[src/rtl/mux_scan_n.sv]
// mux_scan_n: registered N-channel multiplexer with manual select and
// timed auto-scan (dwell counter per channel, hold/freeze, wrap pulse).
//
// state    | meaning
// ---------+------------------------------------------------------------
// S_IDLE   | disabled; valid low, data/chan/count hold
// S_MANUAL | data_out follows channel sel; out-of-range sel flags sel_err
// S_SCAN   | dwell counter runs, chan_out advances every DWELL cycles
// S_FROZEN | scan position (count and chan) held, data still tracks
module mux_scan_n #(
  parameter int WIDTH    = 8,
  parameter int CHANNELS = 4,
  parameter int DWELL    = 16,
  parameter int SW       = $clog2(CHANNELS)
) (
  input  logic                      clk,
  input  logic                      rst_n,
  input  logic                      en,
  input  logic                      mode,
  input  logic                      hold,
  input  logic [SW-1:0]             sel,
  input  logic [CHANNELS*WIDTH-1:0] data_in,
  output logic [WIDTH-1:0]          data_out,
  output logic [SW-1:0]             chan_out,
  output logic                      valid,
  output logic                      wrap,
  output logic                      sel_err
);

  localparam int CW = (DWELL > 1) ? $clog2(DWELL) : 1;

  typedef enum logic [1:0] {S_IDLE, S_MANUAL, S_SCAN, S_FROZEN} state_t;

  state_t           state_q, state_d;
  logic [CW-1:0]    cnt_q, cnt_d;
  logic [SW-1:0]    chan_q, chan_d;
  logic [WIDTH-1:0] data_out_q, data_out_d;
  logic             valid_q, valid_d;
  logic             wrap_q, wrap_d;
  logic             sel_err_q, sel_err_d;
  logic [WIDTH-1:0] chan_data [CHANNELS];

  // unpack the flat input bus into one word per channel
  always_comb begin
    for (int k = 0; k < CHANNELS; k++) begin
      chan_data[k] = data_in[k*WIDTH +: WIDTH];
    end
  end

  // next-state selection, fixed priority en > mode > hold
  always_comb begin
    state_d = state_q;
    if (!en)       state_d = S_IDLE;
    else if (!mode) state_d = S_MANUAL;
    else if (hold)  state_d = S_FROZEN;
    else            state_d = S_SCAN;
  end

  // output and scan-position update for the state being entered
  always_comb begin
    cnt_d      = cnt_q;
    chan_d     = chan_q;
    data_out_d = data_out_q;
    valid_d    = valid_q;
    wrap_d     = 1'b0;
    sel_err_d  = sel_err_q;
    case (state_d)
      S_IDLE: begin
        valid_d   = 1'b0;
        sel_err_d = 1'b0;
      end
      S_MANUAL: begin
        if (int'(sel) < CHANNELS) begin
          chan_d     = sel;
          data_out_d = chan_data[sel];
          valid_d    = 1'b1;
          sel_err_d  = 1'b0;
        end else begin
          data_out_d = '0;
          valid_d    = 1'b0;
          sel_err_d  = 1'b1;
        end
      end
      S_SCAN: begin
        // a fresh scan starts at count 0 on the current channel; coming
        // back from FROZEN resumes from the held count instead
        if (state_q == S_IDLE || state_q == S_MANUAL) begin
          cnt_d = '0;
        end else if (cnt_q == CW'(DWELL - 1)) begin
          cnt_d = '0;
          if (chan_q == SW'(CHANNELS - 1)) begin
            chan_d = '0;
            wrap_d = 1'b1;
          end else begin
            chan_d = chan_q + 1'b1;
          end
        end else begin
          cnt_d = cnt_q + 1'b1;
        end
        data_out_d = chan_data[chan_d];
        valid_d    = 1'b1;
        sel_err_d  = 1'b0;
      end
      S_FROZEN: begin
        data_out_d = chan_data[chan_q];
        valid_d    = 1'b1;
        sel_err_d  = 1'b0;
      end
      default: begin
        valid_d = 1'b0;
      end
    endcase
  end

  // state and output registers, cleared asynchronously
  always_ff @(posedge clk or negedge rst_n) begin
    if (!rst_n) begin
      state_q    <= S_IDLE;
      cnt_q      <= '0;
      chan_q     <= '0;
      data_out_q <= '0;
      valid_q    <= 1'b0;
      wrap_q     <= 1'b0;
      sel_err_q  <= 1'b0;
    end else begin
      state_q    <= state_d;
      cnt_q      <= cnt_d;
      chan_q     <= chan_d;
      data_out_q <= data_out_d;
      valid_q    <= valid_d;
      wrap_q     <= wrap_d;
      sel_err_q  <= sel_err_d;
    end
  end

  assign data_out = data_out_q;
  assign chan_out = chan_q;
  assign valid    = valid_q;
  assign wrap     = wrap_q;
  assign sel_err  = sel_err_q;

endmodule

[config.mk]
export PLATFORM = sky130hd
export DESIGN_NAME = mux_scan_n
export DESIGN_NICKNAME = d
export VERILOG_FILES = /design/src/rtl/mux_scan_n.sv
export SDC_FILE = /design/constraint.sdc
export NUM_CORES = 1
export LEC_CHECK = 0
export CAP_MARGIN = 10
export CORE_ASPECT_RATIO = 0.6
export CORE_MARGIN = 10
export CORE_UTILIZATION = 47
export CTS_CLUSTER_DIAMETER = 100
export CTS_CLUSTER_SIZE = 10
export DETAILED_ROUTE_END_ITERATION = 12
export MAX_ROUTING_LAYER = met4
export PLACE_DENSITY = 0.81
export SKIP_LAST_GASP = 1
export SLEW_MARGIN = 0
export SYNTH_ARGS = -nofsm -noshare
export SYNTH_HDL_FRONTEND = slang
export SYNTH_SLANG_ARGS = --single-unit
[constraint.sdc]
create_clock -name clk -period 2.37 [get_ports clk]
set_input_delay 0.3555 -clock clk [delete_from_list [all_inputs] [get_ports clk]]
set_output_delay 0.3555 -clock clk [all_outputs]
set_load 0.005 [all_outputs]
Yosys cells after proc, flatten, opt, wreduce, memory -nomap -nowiden
Index checks and enable logic that the tools add are counted.

cells by class
  add/sub/neg operators = 2
  mux-type cells = 26
  reductions and logical operators = 7
  bitwise logic cells = 3
  eq/ne operators = 6
  order comparisons = 3

operators with widths
  kind                                                                    count
  8-bit binary-select mux with 2-bit select                               3
  8-bit 2-to-1 mux                                                        6
  8-bit one-hot mux with 3 select lines                                   1
  2-bit 2-to-1 mux                                                        6
  3-bit greater-or-equal comparator (second input constant)               3
  2-bit NOT with 3-bit output                                             3
  4-bit 2-to-1 mux                                                        2
  2-bit equality test (second input constant)                             3
  1-bit 2-to-1 mux                                                        6
  4-bit by 1-bit adder with 4-bit output (second input constant)          1
  2-bit by 1-bit equality test with 1-bit output (second input constant)  2
  4-bit equality test (second input constant)                             1
  2-bit zero test                                                         2
  2-bit one-hot mux with 2 select lines                                   1
  4-bit OR reduction                                                      1
  3-bit nonzero test                                                      1
  3-bit OR reduction                                                      1
  2-bit by 1-bit adder with 2-bit output (second input constant)          1
  1-bit one-hot mux with 2 select lines                                   1
  2-bit nonzero test                                                      1
  1-bit logical OR                                                        1

word-level totals
  bits in registers = 19
  word-level logic and storage cells = 54
  input port bits = 39
  output and inout port bits = 13

Logic depth before layout (Yosys ltp)
Gate-level depths: netlist (run 1).

  depth in word-level cells = 10
  mapped depth = 10

Worst setup path after synthesis (run 1)
Ideal clock, no wire load.

  path kind = input-to-reg
  start point = in mode
  end point = reg data_out_q[6], in the netlist data_out[6]
  arrival time = 1750 ps
  slack = 496 ps
  stages on the path = 10
  library setup time = 124 ps
  cell sequence = inv_1 > o21ai_0 > inv_1 > ha_1 > nand2b_1 > clkbuf_1 > o22ai_1 > a211oi_1 > o221a_1 > a21oi_2

between the ends
  cells in the longest elaborated chain, start to end = 4
  elaborated cells between the ends (all ways) = 7

ends and longest elaborated chain
  what                                                                                          line  text
  from (decl)                                                                                   19    input logic mode,
  2-bit 2-to-1 mux (*)                                                                          54    else if (!mode) state_d = S_MANUAL;
  2-bit 2-to-1 mux (*)                                                                          53    if (!en) state_d = S_IDLE;
  via state_d[0]                                                                                34    state_t state_q, state_d;
  2-bit equality test / 2-bit by 1-bit equality test with 1-bit output (equally long branches)  67    case (state_d)
  8-bit one-hot mux with 3 select lines / 3-bit nonzero test (equally long branches)            n/a
  to (signal assigned)                                                                          129   data_out_q <= data_out_d;
  to (decl)                                                                                     37    logic [WIDTH-1:0] data_out_q, data_out_d;

The timed path passes the listed nets; every way through them passes the cells marked *.
A chain may end at the register's enable or synchronous reset.

Final worst setup path (run 1)
  start point = reg cnt_q[0]
  end point = reg data_out_q[3], in the netlist data_out[3]

between the ends
  cells in the longest elaborated chain, start to end = 9

ends and longest elaborated chain
  what                                                  line  text
  from (decl)                                           35    logic [CW-1:0] cnt_q, cnt_d;
  from (signal assigned)                                127   cnt_q <= cnt_d;
  4-bit equality test                                   89    end else if (cnt_q == CW'(DWELL - 1)) begin
  2-bit 2-to-1 mux                                      89
  2-bit 2-to-1 mux                                      87    if (state_q == S_IDLE || state_q == S_MANUAL) begin
  2-bit 2-to-1 mux                                      67
  2-bit NOT with 3-bit output (not written as such)     100   data_out_d = chan_data[chan_d];
  8-bit binary-select mux with 2-bit select             100
  8-bit 2-to-1 mux (not written as such) (2 in series)  100
  8-bit one-hot mux with 3 select lines                 67

Every way passes these cells. The select of a mux whose other input is x is not followed.

==> results.py, run 1 <==
metrics = {
    "run_status": {
        "status": "completed",
    },
    "worst_setup_path": {
        "cp.buffers_inverters": 0,
        "crit_fanout": 8,
        "worst_setup_path_start_kind": "flop",
        "critical_path.top_delay_family": "compound AO/OA/AOI/OAI gates",
        "crit_arrival_ns": 2.38,
        "crit_chain": "ha_1 > nand4_4 > and3_1 > o21ai_1 > o221a_1 > a21oi_2",
        "rr_endpoint": "data_out[3]",
        "endpoint_kind": "flop",
        "r2r-start": "cnt_q[0]",
        "regToRegSetupSlack_ns": 0.14,
        "crit_slowest_cell": "o21ai_1",
        "reg2reg_depth": 6,
        "required_ns": 2.52,
        "crit_start": "cnt_q[0]",
        "path_class": "reg2reg",
        "slowest_delay_ns": 0.59,
    },
    "cts": {
        "cts-buffers-inserted": 3,
        "htree_levels": 1,
        "clkTransAtPathRegs_ns": 0.07,
        "cts_tree": "done",
        "clock_latency_ns": 0.26,
        "root_buffer": "clkbuf_8",
        "clk_path_buf_depth": 2,
        "cts.sinks": 17,
        "postCtsHoldBufs": 0,
        "post_cts_buffers": 0,
        "cts.repair.resized": 0,
    },
    "floorplanning": {
        "core.rowCount": 16,
        "dieArea_sq_um": 6250,
        "dieWidth_um": 95.6,
        "initial_utilization_pct": 49.1,
        "ios": 52,
        "core_area_sq_um": 3280,
        "fp.dieH_um": 65.4,
    },
    "routing": {
        "drcViolationCount": 0,
        "wl_per_cell_um": 19.1,
        "routed_wl_um": 5120,
        "vias": 1613,
        "routed_via_density": 6.02,
        "antenna_left": 0,
        "drtIter0Drc": 107,
        "drt_first_pass_iters": 4,
    },
    "sta": {
        "finalSetupViolCount": 0,
        "skew_ns": 0.00154,
        "rsz0062_at_grt": "no",
        "max_slew_margin_pct": 44.4,
        "min_period_ns": 2.23,
        "finalHoldViolations": 0,
        "fin_crit_sh_pct": 94.3,
        "drv_slew": 0,
        "whs_ns": 0.532,
        "setup_ws_ns": 0.136,
        "tightest_slew_ns": 0.832,
        "fmax_mhz": 448,
    },
    "synth": {
        "synth.ff_latch_count": 17,
        "ys_seq_area_share_pct": 26.4,
        "yosysTopAreaCell": "dfrtp_1",
        "netlist.area_leader.share_pct": 26.4,
        "synth.area.top_cells": "dfrtp_1 26%, mux2i_1 16%, mux4_2 11%",
        "synth_area_per_cell_sq_um": 9.66,
        "yosys_warnings": 0,
        "netlist_area_sq_um": 1610,
        "synth_cell_types": 30,
        "synthCells": 167,
        "syn-num-nets": 211,
    },
    "cells_and_area": {
        "drive_gt1_share_pct": 15.2,
        "antenna_cells": 0,
        "syn2layout_area_growth_pct": 39.4,
        "stdcell_area_sq_um": 2250,
        "layout.nets": 268,
    },
    "grt": {
        "grt_overflow": 0,
        "grt_max_degree": 25,
        "grt_pass1_vias": 1606,
        "grt_pass1_wl_um": 8030,
        "antenna_found_initial": 0,
        "globalRouteTotalUtil_pct": 16.4,
    },
    "hold_path": {
        "min_to": "data_out[2]",
        "holdCritPathClass": "reg2reg",
        "worstHoldStart": "data_out[2]",
        "min_path_cells": 2,
    },
    "power": {
        "peakVddDrop_mv": 0.280,
        "cellLeakagePower_nw": 0.973,
        "powerDensity_nw_per_um2": 484,
        "finalPower_mw": 1.09,
    },
    "placement": {
        "gp_congestion": 0.840,
        "dpl_cell_area_sq_um": 2200,
        "dp_hpwl_um": 3920,
        "post-place-ws_ns": -0.0354,
        "portBuffers": 50,
    },
    "run": {
        "drv_cap": 0,
    },
}
-- cell type report --
cell class	count	area, sq um
Inverter	15	56.3
Sequential cell	17	425
Tap cell	45	56.3
Clock buffer	3	41.3
Fill cell	263	1030
Clock inverter	1	5.00
Timing Repair Buffer	60	576
Multi-Input combinational cell	127	1090
-- sequential cells by signal (all words and copies together) (netlist names) --
register  cells
data_out      8
cnt_q         4
chan_out      2
state_q       1
valid         1
wrap          1
-- cells in the mapped netlist --
library cell  count
clkbuf_1          4
and3_1            3
a211oi_1          8
clkinv_1          2
nand4_4           1
o21ai_0          13
mux4_2            8
nor4b_1           1
nand2b_1          2
o21ai_1           1
buf_4             3
buf_2             1
o211ai_1          1
o221a_1           8
a21oi_2           8
ha_1              5
mux2i_1          26
nand2_1          18
mux2i_4           1
a21oi_1           5
o22ai_1           9
and2_1            1
dfrtp_1          17
inv_1            13
conb_1            1
nand4_1           1
a31o_2            1
nand3b_1          1
nor2_1            3
mux2_2            1
-- kinds of logic after synthesis --
| family | after synthesis | share of synthesized area [%] |
|---|---|---|
| AOI/OAI and AO/OA | 54 | 24.0 |
| adders and majority gates | 5 | 3.88 |
| other | 1 | 0.233 |
| DFF | 17 | 26.4 |
| buffers and inverters | 23 | 6.13 |
| muxes | 36 | 29.4 |
| and+or+nand+nor | 31 | 9.93 |
-- cells in the final DEF (no fill, tap or decap), types with 2 or more instances in the layout --
| cell | instances |
|---|---|
| nand2_1 | 18 |
| clkbuf_8 | 3 |
| ha_1 | 5 |
| clkdlybuf4s50_1 | 50 |
| and3_1 | 3 |
| o221a_1 | 8 |
| inv_1 | 13 |
| dfrtp_1 | 17 |
| o21ai_0 | 13 |
| buf_4 | 10 |
| o22ai_1 | 9 |
| nand2b_1 | 2 |
| a21oi_1 | 5 |
| mux2i_1 | 26 |
| clkinv_1 | 2 |
| mux4_2 | 8 |
| nor2_1 | 3 |
| a21oi_2 | 8 |
| a211oi_1 | 8 |
-- per-stage QoR --
| step | setup TNS, ns | std cells | util, % |
|---|---|---|---|
| floorplan | 0 | 167 | - |
| global placement | 0 | 264 | 67.1 |
| detailed placement | -0.0979 | 264 | 67.1 |
| CTS | 0 | 268 | 68.5 |
| global route | 0 | 268 | 68.5 |
| finish | 0 | 268 | 68.5 |
-- power breakdown --
part / internal (mW) / switching, mW / total [mW]
sequential: 0.327 / 0.0297 / 0.356
clock: 0.117 / 0.113 / 0.230
combinational: 0.269 / 0.234 / 0.503
total: 0.712 / 0.377 / 1.09
-- worst min-delay path, cell delays in order (launching register included) --
cell and delay (ns):
dfrtp_1 0.38, nand2_1 0.08, a21oi_2 0.05
-- routing by layer --
layer / share of wire, % / routed length [um] / up-vias / global-route usage, %
li1: - / - / 750 / -
met1: 46 / 2340 / 771 / 22.6
met2: 45 / 2300 / 88 / 24.8
met3: 8.7 / 446 / 4 / 2.95
met4: 0.68 / 35 / 0 / 2.38
met5: 0 / 0 / - / -
-- worst max path at each step --
stage	slack (ns)	to	cells past startpoint
6_report	0.14	data_out[3]	6
5_1_grt	0.02	data_out[7]	6
4_1_cts	0.18	data_out[3]	6
3_5_place_dp	-0.04	data_out[7]	10
3_3_place_gp	0.03	data_out[0]	10
2_1_floorplan	0.50	data_out[6]	10
Note: power is estimated with default switching activity, not from simulation.
==> run 2: changes to the inputs <==
--- a/config.mk
+++ b/config.mk
@@ -14,8 +14,8 @@
 export DETAILED_ROUTE_END_ITERATION = 12
 export MAX_ROUTING_LAYER = met4
 export PLACE_DENSITY = 0.81
+export SETUP_SLACK_MARGIN = 0.3
 export SKIP_LAST_GASP = 1
-export SLEW_MARGIN = 0
 export SYNTH_ARGS = -nofsm -noshare
 export SYNTH_HDL_FRONTEND = slang
 export SYNTH_SLANG_ARGS = --single-unit
==> run 2 against run 1 <==
Worst hold slack better by 0.0013 ns. Clock power about the same. Utilization rose by 2.8 points. Cell area is 4.1% higher.
==> results.py, run 2 (synthesis gave the netlist of run 1 again) <==
metrics = {
    "cells_and_area": {
        "multi_input_area_sq_um": 1160,
        "fin_cells": 271,
        "syn2layout_area_growth_pct": 45.1,
        "mostFrequentLayoutCell": "clkdlybuf4s50_1",
        "antenna_cells": 0,
        "layout.nets": 271,
        "seq_area_sq_um": 425,
        "largest_register_ffs": 8,
        "drive_gt1_share_pct": 21.2,
        "layout_common_cells": "50 x clkdlybuf4s50_1, 26 x mux2i_1, 17 x nand2_1, 17 x dfrtp_1",
        "fillers": 249,
    },
    "placement": {
        "dp_hpwl_um": 3920,
        "dp_cells": 264,
        "gp_congestion": 0.840,
        "post-place-ws_ns": -0.0354,
        "portBuffers": 50,
    },
    "cts": {
        "cts_tree": "done",
        "htree_levels": 1,
        "root_buffer": "clkbuf_8",
        "clkTransAtPathRegs_ns": 0.07,
        "cts-buffers-inserted": 3,
        "clk_path_buf_depth": 2,
        "postCtsHoldBufs": 0,
        "clock_latency_ns": 0.26,
        "cts.sinks": 17,
    },
    "worst_setup_path": {
        "crit_arrival_ns": 2.15,
        "endpoint_kind": "flop",
        "path_class": "in2reg",
        "required_ns": 2.52,
        "crit_start": "mode",
        "r2r-start": "chan_out[1]",
        "crit_fanout": 8,
        "worst_setup_path_start_kind": "primary input",
    },
    "run_status": {
        "status": "completed",
    },
    "routing": {
        "drt_first_pass_iters": 4,
        "routed_wl_um": 5270,
        "antenna_left": 0,
        "vias": 1636,
        "drtIter0Drc": 125,
        "wl_per_cell_um": 19.4,
        "drcViolationCount": 0,
        "routed_via_density": 6.04,
    },
    "sta": {
        "max_slew_margin_pct": 43.3,
        "fmax_mhz": 499,
        "setup_ws_ns": 0.365,
        "min_period_ns": 2.00,
        "tightest_slew_ns": 0.847,
        "fin_crit_sh_pct": 84.6,
        "skew_ns": 0.00284,
        "finalHoldViolations": 0,
        "drv_slew": 0,
        "rsz0062_at_grt": "no",
        "finalSetupViolCount": 0,
    },
    "floorplanning": {
        "core_area_sq_um": 3280,
        "ios": 52,
        "dieWidth_um": 95.6,
        "initial_utilization_pct": 49.1,
        "dieArea_sq_um": 6250,
        "fp.dieH_um": 65.4,
        "core.rowCount": 16,
    },
    "grt": {
        "grt_max_degree": 25,
        "grt_pass1_wl_um": 8250,
        "antenna_found_initial": 0,
        "grt_pass1_vias": 1646,
        "grt_overflow": 0,
        "globalRouteTotalUtil_pct": 16.8,
    },
    "hold_path": {
        "holdCritPathClass": "reg2reg",
        "worstHoldStart": "data_out[0]",
    },
    "power": {
        "peakVddDrop_mv": 0.293,
        "finalPower_mw": 1.13,
        "cellLeakagePower_nw": 1.00,
        "powerDensity_nw_per_um2": 483,
    },
    "run": {
        "drv_cap": 0,
    },
}
## run 2: cell count changes in the layout (fill, tap and decap cells not counted), moves of 2 or more
| cell | previous run | this run |
|---|---|---|
| a211oi_1 | 8 | 3 |
| a211oi_2 | 0 | 5 |
| buf_4 | 10 | 13 |
| ha_1 | 5 | 3 |
## run 2: timing repair
action | CTS | global route
setup endpoints to repair | 8 | 8
buffers inserted | 3 | 0
pin swaps | 0 | 3
gates resized for setup | 8 | 7
## run 2: final cells by class
cell class / count / area share [%]
Multi-Input combinational cell: 127 / 49.5
Timing Repair Buffer: 63 / 25.6
Sequential cell: 17 / 18.2
Inverter: 15 / 2.41
Tap cell: 45 / 2.41
Clock buffer: 3 / 1.76
Clock inverter: 1 / 0.214
## run 2: path summary, 6_finish.rpt
check / endpoint / slack, ns / depth (start not counted)
min in group asynchronous: chan_out[0] / 0.57 / 1
hold / removal: data_out[0] / 0.53 / 2
setup reg to reg: data_out[6] / 0.43 / 7
setup / recovery: data_out[7] / 0.37 / 10
hold reg to reg: data_out[0] / 0.53 / 2
max in group asynchronous: data_out[7] / 1.27 / 1
## run 2: layer usage
metal  part of all wire, %  up-vias  GRT usage (%)
met5                     0        -              -
met4                  0.65        0           2.75
met3                   9.1        4           3.17
met2                    45       98           25.8
met1                    45      773           22.8
li1                      -      761              -
## run 2: worst max-delay path: stages
cell and delay (ns):
clkdlybuf4s50_1 0.42, inv_1 0.06, o21ai_1 0.07, buf_4 0.15, ha_1 0.22, clkinv_1 0.07, nand2_1 0.23, a211oi_2 0.30
o221a_1 0.24, a21oi_2 0.04
## run 2: where the power goes
part / internal (mW) / total [mW] / switching (mW)
logic: 0.290 / 0.541 / 0.251
clock network: 0.117 / 0.231 / 0.114
registers: 0.327 / 0.358 / 0.0311
## run 2: stage by stage
stage | TNS, ns | area [sq um] | hold WS (ns) | utilization, %
after floorplan | 0 | 1610 | 0.0599 | -
after global placement | 0 | 2200 | 0.523 | 67.1
after detailed placement | -0.0979 | 2200 | 0.527 | 67.1
after CTS | 0 | 2300 | 0.537 | 70.2
after global routing | 0 | 2340 | 0.546 | 71.3
final | 0 | 2340 | 0.534 | 71.3
==> run 3: changes to the inputs <==
==> constraint.sdc (replaced) <==
create_clock -name clk -period 2 [get_ports clk]
set_input_delay 0.3 -clock clk [delete_from_list [all_inputs] [get_ports clk]]
set_output_delay 0.3 -clock clk [all_outputs]
set_load 0.005 [all_outputs]
==> run 3 against run 2 <==
Cell count rose by 5.5%. Global-route usage rose by 3.6 points. Sequential share of layout area fell by 1.5 points. Clock power rose by 25%. Critical path type is now reg2reg. Critical endpoint is now data_out[5]. Largest cell class unchanged.
==> results.py, run 3 (synthesis gave the netlist of run 1 again) <==
metrics = {
    "sta": {
        "drv_slew": 0,
        "setup_ws_ns": 0.0880,
        "fmax_mhz": 523,
        "min_period_ns": 1.91,
        "finalHoldViolations": 0,
        "fin_crit_sh_pct": 95.6,
        "rsz0062_at_grt": "yes",
        "skew_ns": 0.00243,
        "finalSetupViolCount": 0,
    },
    "worst_setup_path": {
        "worst_setup_path_start_kind": "flop",
        "crit_start": "cnt_q[0]",
        "required_ns": 2.15,
        "crit_fanout": 3,
        "reg2reg_depth": 8,
        "crit_arrival_ns": 2.07,
        "crit_path_frequent_cell": "buf_6",
        "crit_slowest_cell": "dfrtp_1",
        "cp.buffers_inverters": 2,
        "rr_endpoint": "data_out[5]",
        "critical_path.top_delay_family": "multiplexers",
        "crit_chain": "ha_4 > nand4_4 > buf_6 > mux2i_4 > buf_6 > mux2i_2 > o221a_1 > a21oi_2",
        "slowest_delay_ns": 0.42,
        "regToRegSetupSlack_ns": 0.09,
        "endpoint_kind": "flop",
        "r2r-start": "cnt_q[0]",
        "path_class": "reg2reg",
    },
    "cells_and_area": {
        "drive_gt1_share_pct": 31.5,
        "mostFrequentLayoutCell": "clkdlybuf4s50_1",
        "seq_area_sq_um": 427,
        "stdcell_area_sq_um": 2560,
        "syn2layout_area_growth_pct": 58.9,
        "multi_input_area_sq_um": 1220,
        "layout.nets": 286,
        "antenna_cells": 0,
        "layout_common_cells": "47 x clkdlybuf4s50_1, 24 x mux2i_1, 20 x buf_4",
        "largest_register_ffs": 8,
        "fillers": 197,
    },
    "power": {
        "cellLeakagePower_nw": 1.09,
        "powerDensity_nw_per_um2": 574,
        "p_sw_mw": 0.539,
        "p_sw_share_pct": 36.6,
        "power_frac_seq_pct": 28.7,
        "peakVddDrop_mv": 0.380,
        "p_clk_share_pct": 19.6,
        "p_int_mw": 0.932,
        "power_frac_comb_pct": 51.7,
    },
    "routing": {
        "antenna_left": 0,
        "drcViolationCount": 0,
        "drt_first_pass_iters": 5,
        "vias": 1861,
        "wl_per_cell_um": 22.8,
        "routed_via_density": 6.51,
        "routed_wl_um": 6530,
        "drtIter0Drc": 199,
    },
    "floorplanning": {
        "dieWidth_um": 95.6,
        "ios": 52,
        "dieArea_sq_um": 6250,
        "core.rowCount": 16,
        "fp.dieH_um": 65.4,
        "initial_utilization_pct": 49.1,
        "core_area_sq_um": 3280,
    },
    "cts": {
        "root_buffer": "clkbuf_8",
        "clkTransAtPathRegs_ns": 0.08,
        "cts-buffers-inserted": 3,
        "clock_latency_ns": 0.27,
        "postCtsHoldBufs": 0,
        "cts.sinks": 17,
        "clk_path_buf_depth": 2,
        "cts_tree": "done",
        "htree_levels": 1,
    },
    "placement": {
        "post-place-ws_ns": -0.524,
        "portBuffers": 50,
        "gp_congestion": 0.844,
        "dp_hpwl_um": 4290,
        "dpl_cell_area_sq_um": 2290,
    },
    "grt": {
        "globalRouteTotalUtil_pct": 20.4,
        "grt_pass1_vias": 1960,
        "grt_pass1_wl_um": 9790,
        "antenna_found_initial": 0,
        "grt_max_degree": 18,
        "grt_overflow": 0,
    },
    "run": {
        "drv_cap": 0,
    },
    "hold_path": {
        "holdCritPathClass": "in2async",
    },
    "run_status": {
        "status": "completed",
    },
}
==> run 3: cell types whose count changed in the layout (fill, tap and decap cells not counted), moves of 3 or more <==
cell | before | now
buf_4 | 13 | 20
buf_6 | 0 | 6
clkdlybuf4s50_1 | 50 | 47
dlygate4sd2_1 | 0 | 3
ha_1 | 3 | 0
ha_2 | 1 | 4
nand2_1 | 17 | 14
==> run 3: worst max-delay path by stage <==
stage                  endpoint  slack, ns  cells past startpoint
CTS                 data_out[3]       0.18                      8
global placement    data_out[4]      -0.41                      9
detailed placement  data_out[3]      -0.52                      9
finish              data_out[5]       0.09                      8
global route        data_out[5]      0.009                      8
floorplan           data_out[0]       0.29                      6
==> run 3: final cells by class <==
| class | instances | share of cell area, % |
|---|---|---|
| flip-flops and latches | 17 | 16.7 |
| well taps | 45 | 2.20 |
| clock inverters | 1 | 0.195 |
| clock buffers | 3 | 1.61 |
| multi-input cells | 127 | 47.6 |
| inverters | 15 | 2.29 |
| repair buffers | 78 | 29.4 |
==> run 3: per-stage QoR <==
step | hold slack [ns] | util (%) | total power, mW | std cells | setup TNS (ns)
final | 0.362 | 78.0 | 1.47 | 286 | 0
after global routing | 0.376 | 78.0 | 1.52 | 286 | 0
after CTS | 0.376 | 77.1 | 1.41 | 285 | 0
after detailed placement | 0.527 | 69.7 | 1.06 | 273 | -4.06
after global placement | 0.525 | 69.7 | 1.03 | 273 | -3.22
after floorplan | 0.00441 | - | 0.763 | 167 | 0
==> run 3: power groups by stage <==
stage                     clock network, mW  logic [mW]  registers [mW]
after global routing                  0.297       0.796           0.427
after global placement                    0       0.613           0.421
final                                 0.289       0.760           0.422
after detailed placement                  0       0.635           0.425
after floorplan                           0       0.330           0.433
after CTS                             0.283       0.707           0.420
==> run 3: routing by layer <==
layer	global-route usage [%]	wire length, um	vias to the layer above
met2	34.0	3100	150
met1	23.3	2520	890
met5	-	0	-
met4	9.71	232	0
met3	3.63	682	29
li1	-	-	792
==> run 3: worst register-to-register path: stages (launching register included) <==
cell and delay, ns:
dfrtp_1 0.42, ha_4 0.19, nand4_4 0.08, buf_6 0.14
mux2i_4 0.32, buf_6 0.16, mux2i_2 0.22, o221a_1 0.24
a21oi_2 0.04
==> run 3: timing repair <==
item,in CTS,in global routing
endpoints found under the setup margin,11,9
buffers inserted,8,1
pin swaps,13,1
gates resized for setup,32,4
==> RTL change 1: new RTL, settings of run 2 <==
`WIDTH`: 8 -> 9.
--- a/src/rtl/mux_scan_n.sv
+++ b/src/rtl/mux_scan_n.sv
@@ -8,7 +8,7 @@
 // S_SCAN   | dwell counter runs, chan_out advances every DWELL cycles
 // S_FROZEN | scan position (count and chan) held, data still tracks
 module mux_scan_n #(
-  parameter int WIDTH    = 8,
+  parameter int WIDTH    = 9,
   parameter int CHANNELS = 4,
   parameter int DWELL    = 16,
   parameter int SW       = $clog2(CHANNELS)
Ports: changed (resized data_in and data_out); port bits go from 52 to 57. The function was not compared with the original's and may differ.
==> RTL change 1 against run 2 <==
- area after synthesis up 7.8%
- die area is 5.7% higher
- total power increased by 7.8%
- sequential cell count increased by 1
- setup slack better by 0.051 ns
- sequential share of layout area grew 0.67 points
- routed wire length is 7.8% higher
- cell area grew 2.1%
- critical path type is now reg -> reg
- highest routed layer unchanged
==> RTL change 1: results (changes against run 2) <==
Parameter                              Value

Timing
  Clk_skew    0.004767 ns (+0.001928 ns)

Placement
  Worst setup timing slack at the placement stage    0.02864 ns (+0.06407 ns)
  Total cell area at the placement stage    0.002317 sq mm (+5.2%)
  Estimated wirelength of the detail-placed design    4282 microns (+9.1%)

Run status
  Outcome    complete, no violations

Synthesis
  Most frequent cells after synthesis    sky130_fd_sc_hd__mux2i_1, sky130_fd_sc_hd__dfrtp_1, sky130_fd_sc_hd__mux4_2, sky130_fd_sc_hd__nand2_1, sky130_fd_sc_hd__a21oi_1
  Number of unique standard cell types used by synthesis    34 (+13%)

Worst hold path
  Worst hold-check path type    in -> async

Setup path
  Reg-to-reg critical path startpoint    cnt_q[0]
  Highest fanout seen on the critical path    18 (+10)
  Kind of cell with the highest combined delay on the critical path    multiplexers
  Worst flop-to-flop path endpoint    data_out[2]

Drt
  Wl on met1    2496 microns (+5.0%)
  Met3 layer wire length in the routed design    584 microns (+22%)
  Post-detailed-routing wire length    5676 microns (+7.8%)
  Number of design-rule violations left by the first detailed-router iteration    127 (+1.6%)
  Routed length on met2    2521 microns (+6.1%)

Power
  Worst voltage drop across the vdd grid    310.7 uV (+6.0%)
  Leakage power    0.0009663 uW (-3.4%)

Global route
  Maximum number of pins on one net before global-route repair    19 (-24%)
  Global-route wire length before repair    8976 microns (+8.8%)
  Vias in the first global route    1774 (+7.8%)

Finish
  # nets final    263 (-3.0%)
  Number of flip-flops in the largest register    9 (+1)

Clock network
  Number of resized instances in the post-cts repair step    1 (-7)
[RTL change 1: cell types whose count changed after synthesis, moves of 5 or more]
cell	change
sky130_fd_sc_hd__inv_1	-5
sky130_fd_sc_hd__o22ai_1	-8
sky130_fd_sc_hd__a21oi_1	+8
sky130_fd_sc_hd__a211oi_1	-8
sky130_fd_sc_hd__mux2i_1	-6
sky130_fd_sc_hd__mux4_2	+9
[RTL change 1: routing by layer]
| metal | track usage [%] | vias up |
|---|---|---|
| met5 | - | - |
| met4 | 4.448 | 0 |
| met3 | 5.046 | 11 |
| met2 | 27.61 | 114 |
| met1 | 21.22 | 798 |
| li1 | - | 725 |
[RTL change 1: logic make-up after synthesis]
| family | synth area share, % |
|---|---|
| compound gates | 19.94 |
| mux | 34.99 |
| simple gates | 7.057 |
| buf+inv | 8.279 |
| flops | 25.92 |
| fa+ha+maj | 3.600 |
| other cells | 0.2158 |
[RTL change 1: metrics by stage]
step                      hold WS, ns  utilization (%)  power, uW
after floorplan               0.05991                -      713.1
after global placement         0.5080            68.09      918.2
after detailed placement       0.5259            68.09      942.8
after CTS                      0.4231            69.71       1201
after global routing           0.4439            70.22       1275
final                          0.4220            70.22       1217
[RTL change 1: layout make-up]
| class | instances | area [sq um] |
|---|---|---|
| clock buffers | 4 | 55.05 |
| fillers | 240 | 1013 |
| inverters | 8 | 30.03 |
| multi-input cells | 118 | 1152 |
| flip-flops and latches | 18 | 450.4 |
| well taps | 45 | 56.30 |
| repair buffers | 66 | 645.6 |
[RTL change 1: power groups by stage]
stage,Combinational [uW],Sequential (uW),Clock (uW)
floorplan,334,379,0
global placement,542,376,0
detailed placement,563,380,0
CTS,565,374,262
global route,615,380,280
finish,579,376,263
[RTL change 1: worst max path at each step]
stage	startpoint	endpoint	slack (ns)	depth (start not counted)
after floorplan	en	data_out[7]	0.47	9
after global placement	mode	data_out[1]	0.12	8
after detailed placement	mode	data_out[2]	0.03	8
after CTS	cnt_q[0]	data_out[2]	0.31	7
after global routing	cnt_q[0]	data_out[2]	0.31	7
final	cnt_q[0]	data_out[2]	0.42	7
==> RTL change 2: new RTL, settings of run 2 <==
Without the edit above. Register the output `data_out` once more, cleared by the reset; this adds one clock of latency there. The other outputs are not delayed to match.
--- a/src/rtl/mux_scan_n.sv
+++ b/src/rtl/mux_scan_n.sv
@@ -133,7 +133,13 @@
     end
   end
 
-  assign data_out = data_out_q;
+  always_ff @(posedge clk or negedge rst_n) begin
+    if (!rst_n) begin
+      data_out <= '0;
+    end else begin
+      data_out <= data_out_q;
+    end
+  end
   assign chan_out = chan_q;
   assign valid    = valid_q;
   assign wrap     = wrap_q;
Formal check against the unedited RTL: not equivalent (a bounded check fails within 4 cycles, from zero or initial values and one cycle with rst_n low).
==> RTL change 2 against run 2 <==
- cell area up 3.2%
- total power rose by 14%
- count of clock-buffer cells in the layout unchanged
- synthesized cell count decreased by 7.8%
- setup slack better by 0.016 ns
- final cell count fell by 6.3%
- sequential share of layout area up 7.7 points
- sequential cell count up 8
- critical path depth down 3
- routed wire length down 11%
- area after synthesis up 13%
- critical endpoint is now data_out_q[5]
- highest routed layer unchanged
==> RTL change 2: results (changes against run 2) <==
Parameter                              Value

Drt
  Number of design-rule violations left by the first detailed-router iteration    152 (+22%)
  Post-detailed-routing wire length    4709 microns (-11%)
  Vias per Instance    5.752 (-4.7%)
  Final routed wire length divided by cell count    18.54 microns (-4.6%)

Setup path
  Highest fanout seen on the critical path    16 (+8)
  Worst path max stage delay    0.41 ns
  Cell type of the slowest stage on the worst timing path    sky130_fd_sc_hd__dfrtp_1
  Worst path arrival time    2.15 ns (about the same)
  Kind of cell with the highest combined delay on the critical path    multiplexers

Finish
  # nets final    252 (-7.0%)
  Number of inserted filler cells in the final layout    285 (+14%)
  Count of inserted antenna diode cells    0 (unchanged)
  Ratio of cells with drive above 1 in the final layout    20.77% (-0.47 points)

Placement
  Final RePlAce weighted congestion    0.8087 (-3.8%)
  Estimated wirelength of the detail-placed design    3896 microns (-0.71%)
  Total cell area at the placement stage    0.002359 sq mm (+7.1%)

Run status
  Outcome    complete, no violations

Global route
  Number of antenna violations at the first check in global routing    0 (unchanged)
  Maximum number of pins on one net before global-route repair    26 (+4.0%)
  Overall routing resource usage    13.82% (-3.0 points)
  Global-route wire length before repair    7362 microns (-11%)
  Vias in the first global route    1481 (-10%)

Synthesis
  Sequential fraction of the synthesis area    34.20% (+7.8 points)
  Synth Warn #    0 (unchanged)
  Leading post-synthesis cells by cell area    sky130_fd_sc_hd__dfrtp_1, sky130_fd_sc_hd__mux4_2, sky130_fd_sc_hd__mux2i_1
  Net Count, Synth    198 (-6.2%)
  Most frequent cells after synthesis    sky130_fd_sc_hd__dfrtp_1, sky130_fd_sc_hd__mux2i_1, sky130_fd_sc_hd__nand2_1, sky130_fd_sc_hd__mux4_2, sky130_fd_sc_hd__a21oi_1
  Post-Syn Area per Cell    11.88 sq um (+23%)
  Number of unique standard cell types used by synthesis    34 (+13%)
  Dominant synthesized flop cell    sky130_fd_sc_hd__dfrtp_1

Power
  Leakage power    0.0009987 uW (-0.12%)
  Pint    895.5 uW (+22%)
  Worst voltage drop across the vdd grid    403.5 uV (+38%)

Clock network
  Post-CTS clock slew at the launch and capture registers of the worst setup and hold paths    0.09 ns (+0.02 ns)
  Library cell used as clock root buffer    sky130_fd_sc_hd__clkbuf_8

Timing
  Clk_skew    0.005017 ns (+0.002178 ns)
[RTL change 2: cell type report]
type	instances	area [sq um]	area share, %
repair buffers	59	571.8	23.69
well taps	47	58.81	2.437
clock buffers	3	41.29	1.711
flip-flops and latches	25	625.6	25.92
clock inverters	1	7.507	0.3110
inverters	8	30.03	1.244
multi-input cells	111	1079	44.69
[RTL change 2: kinds of logic after synthesis]
| logic type | count (synthesis) | share of synthesized area (%) |
|---|---|---|
| buffers and inverters | 18 | 6.977 |
| AND/OR/NAND/NOR | 26 | 7.320 |
| flip-flops | 25 | 34.20 |
| AO/OA/AOI/OAI | 45 | 17.10 |
| other | 1 | 0.2050 |
| multiplexers | 34 | 30.78 |
| adder cells (fa/ha/maj) | 5 | 3.420 |
[RTL change 2: repair_timing]
| action | CTS | global route |
|---|---|---|
| endpoints found under the hold margin | 0 | 0 |
| gates resized for setup | 1 | 2 |
| endpoints found under the setup margin | 8 | 8 |
| buffers inserted | 0 | 0 |
| pin swaps | 0 | 0 |
[RTL change 2: through the flow]
step / setup TNS, ns / worst slack, ns / utilization (%)
final: 0 / 0.3806 / 65.21
after global routing: 0 / 0.2970 / 65.21
after CTS: 0 / 0.3245 / 65.04
after detailed placement: -0.2125 / -0.04201 / 63.73
after global placement: 0 / 0.2312 / 63.73
after floorplan: 0 / 0.4741 / -
[RTL change 2: worst register-to-register path: stages (launching register included)]
cell and delay [ns]:
sky130_fd_sc_hd__dfrtp_1 0.41, sky130_fd_sc_hd__ha_1 0.29, sky130_fd_sc_hd__nand4_4 0.18, sky130_fd_sc_hd__mux2i_4 0.24
sky130_fd_sc_hd__buf_6 0.24, sky130_fd_sc_hd__mux2i_1 0.25, sky130_fd_sc_hd__o221a_1 0.23, sky130_fd_sc_hd__a21oi_2 0.04
[RTL change 2: power groups by stage]
stage               sequential, uW  combinational [uW]  clock, uW
floorplan                      522                 316          0
global placement               521                 503          0
detailed placement             524                 517          0
CTS                            516                 519        252
global route                   523                 557        278
finish                         516                 520        247
[RTL change 2: routing by layer]
| layer | vias to the layer above | wire length (microns) | share of wire (%) | GRT usage (%) |
|---|---|---|---|---|
| met5 | - | 0 | 0 | - |
| met4 | 0 | 27 | 0.57 | 2.632 |
| met3 | 2 | 302 | 6.4 | 2.111 |
| met2 | 61 | 2239 | 48 | 22.36 |
| met1 | 704 | 2139 | 45 | 18.20 |
| li1 | 694 | - | - | - |
[RTL change 2: worst paths after layout]
kind	endpoint	slack (ns)	depth (start not counted)	startpoint
max	data_out_q[5]	0.38	7	cnt_q[0]
min	data_out[1]	0.39	0	data_out_q[1]
max reg2reg	data_out_q[5]	0.38	7	cnt_q[0]
min reg2reg	data_out[1]	0.39	0	data_out_q[1]
max in group asynchronous	data_out[5]	1.67	2	rst_n
min in group asynchronous	cnt_q[1]	0.46	2	rst_n
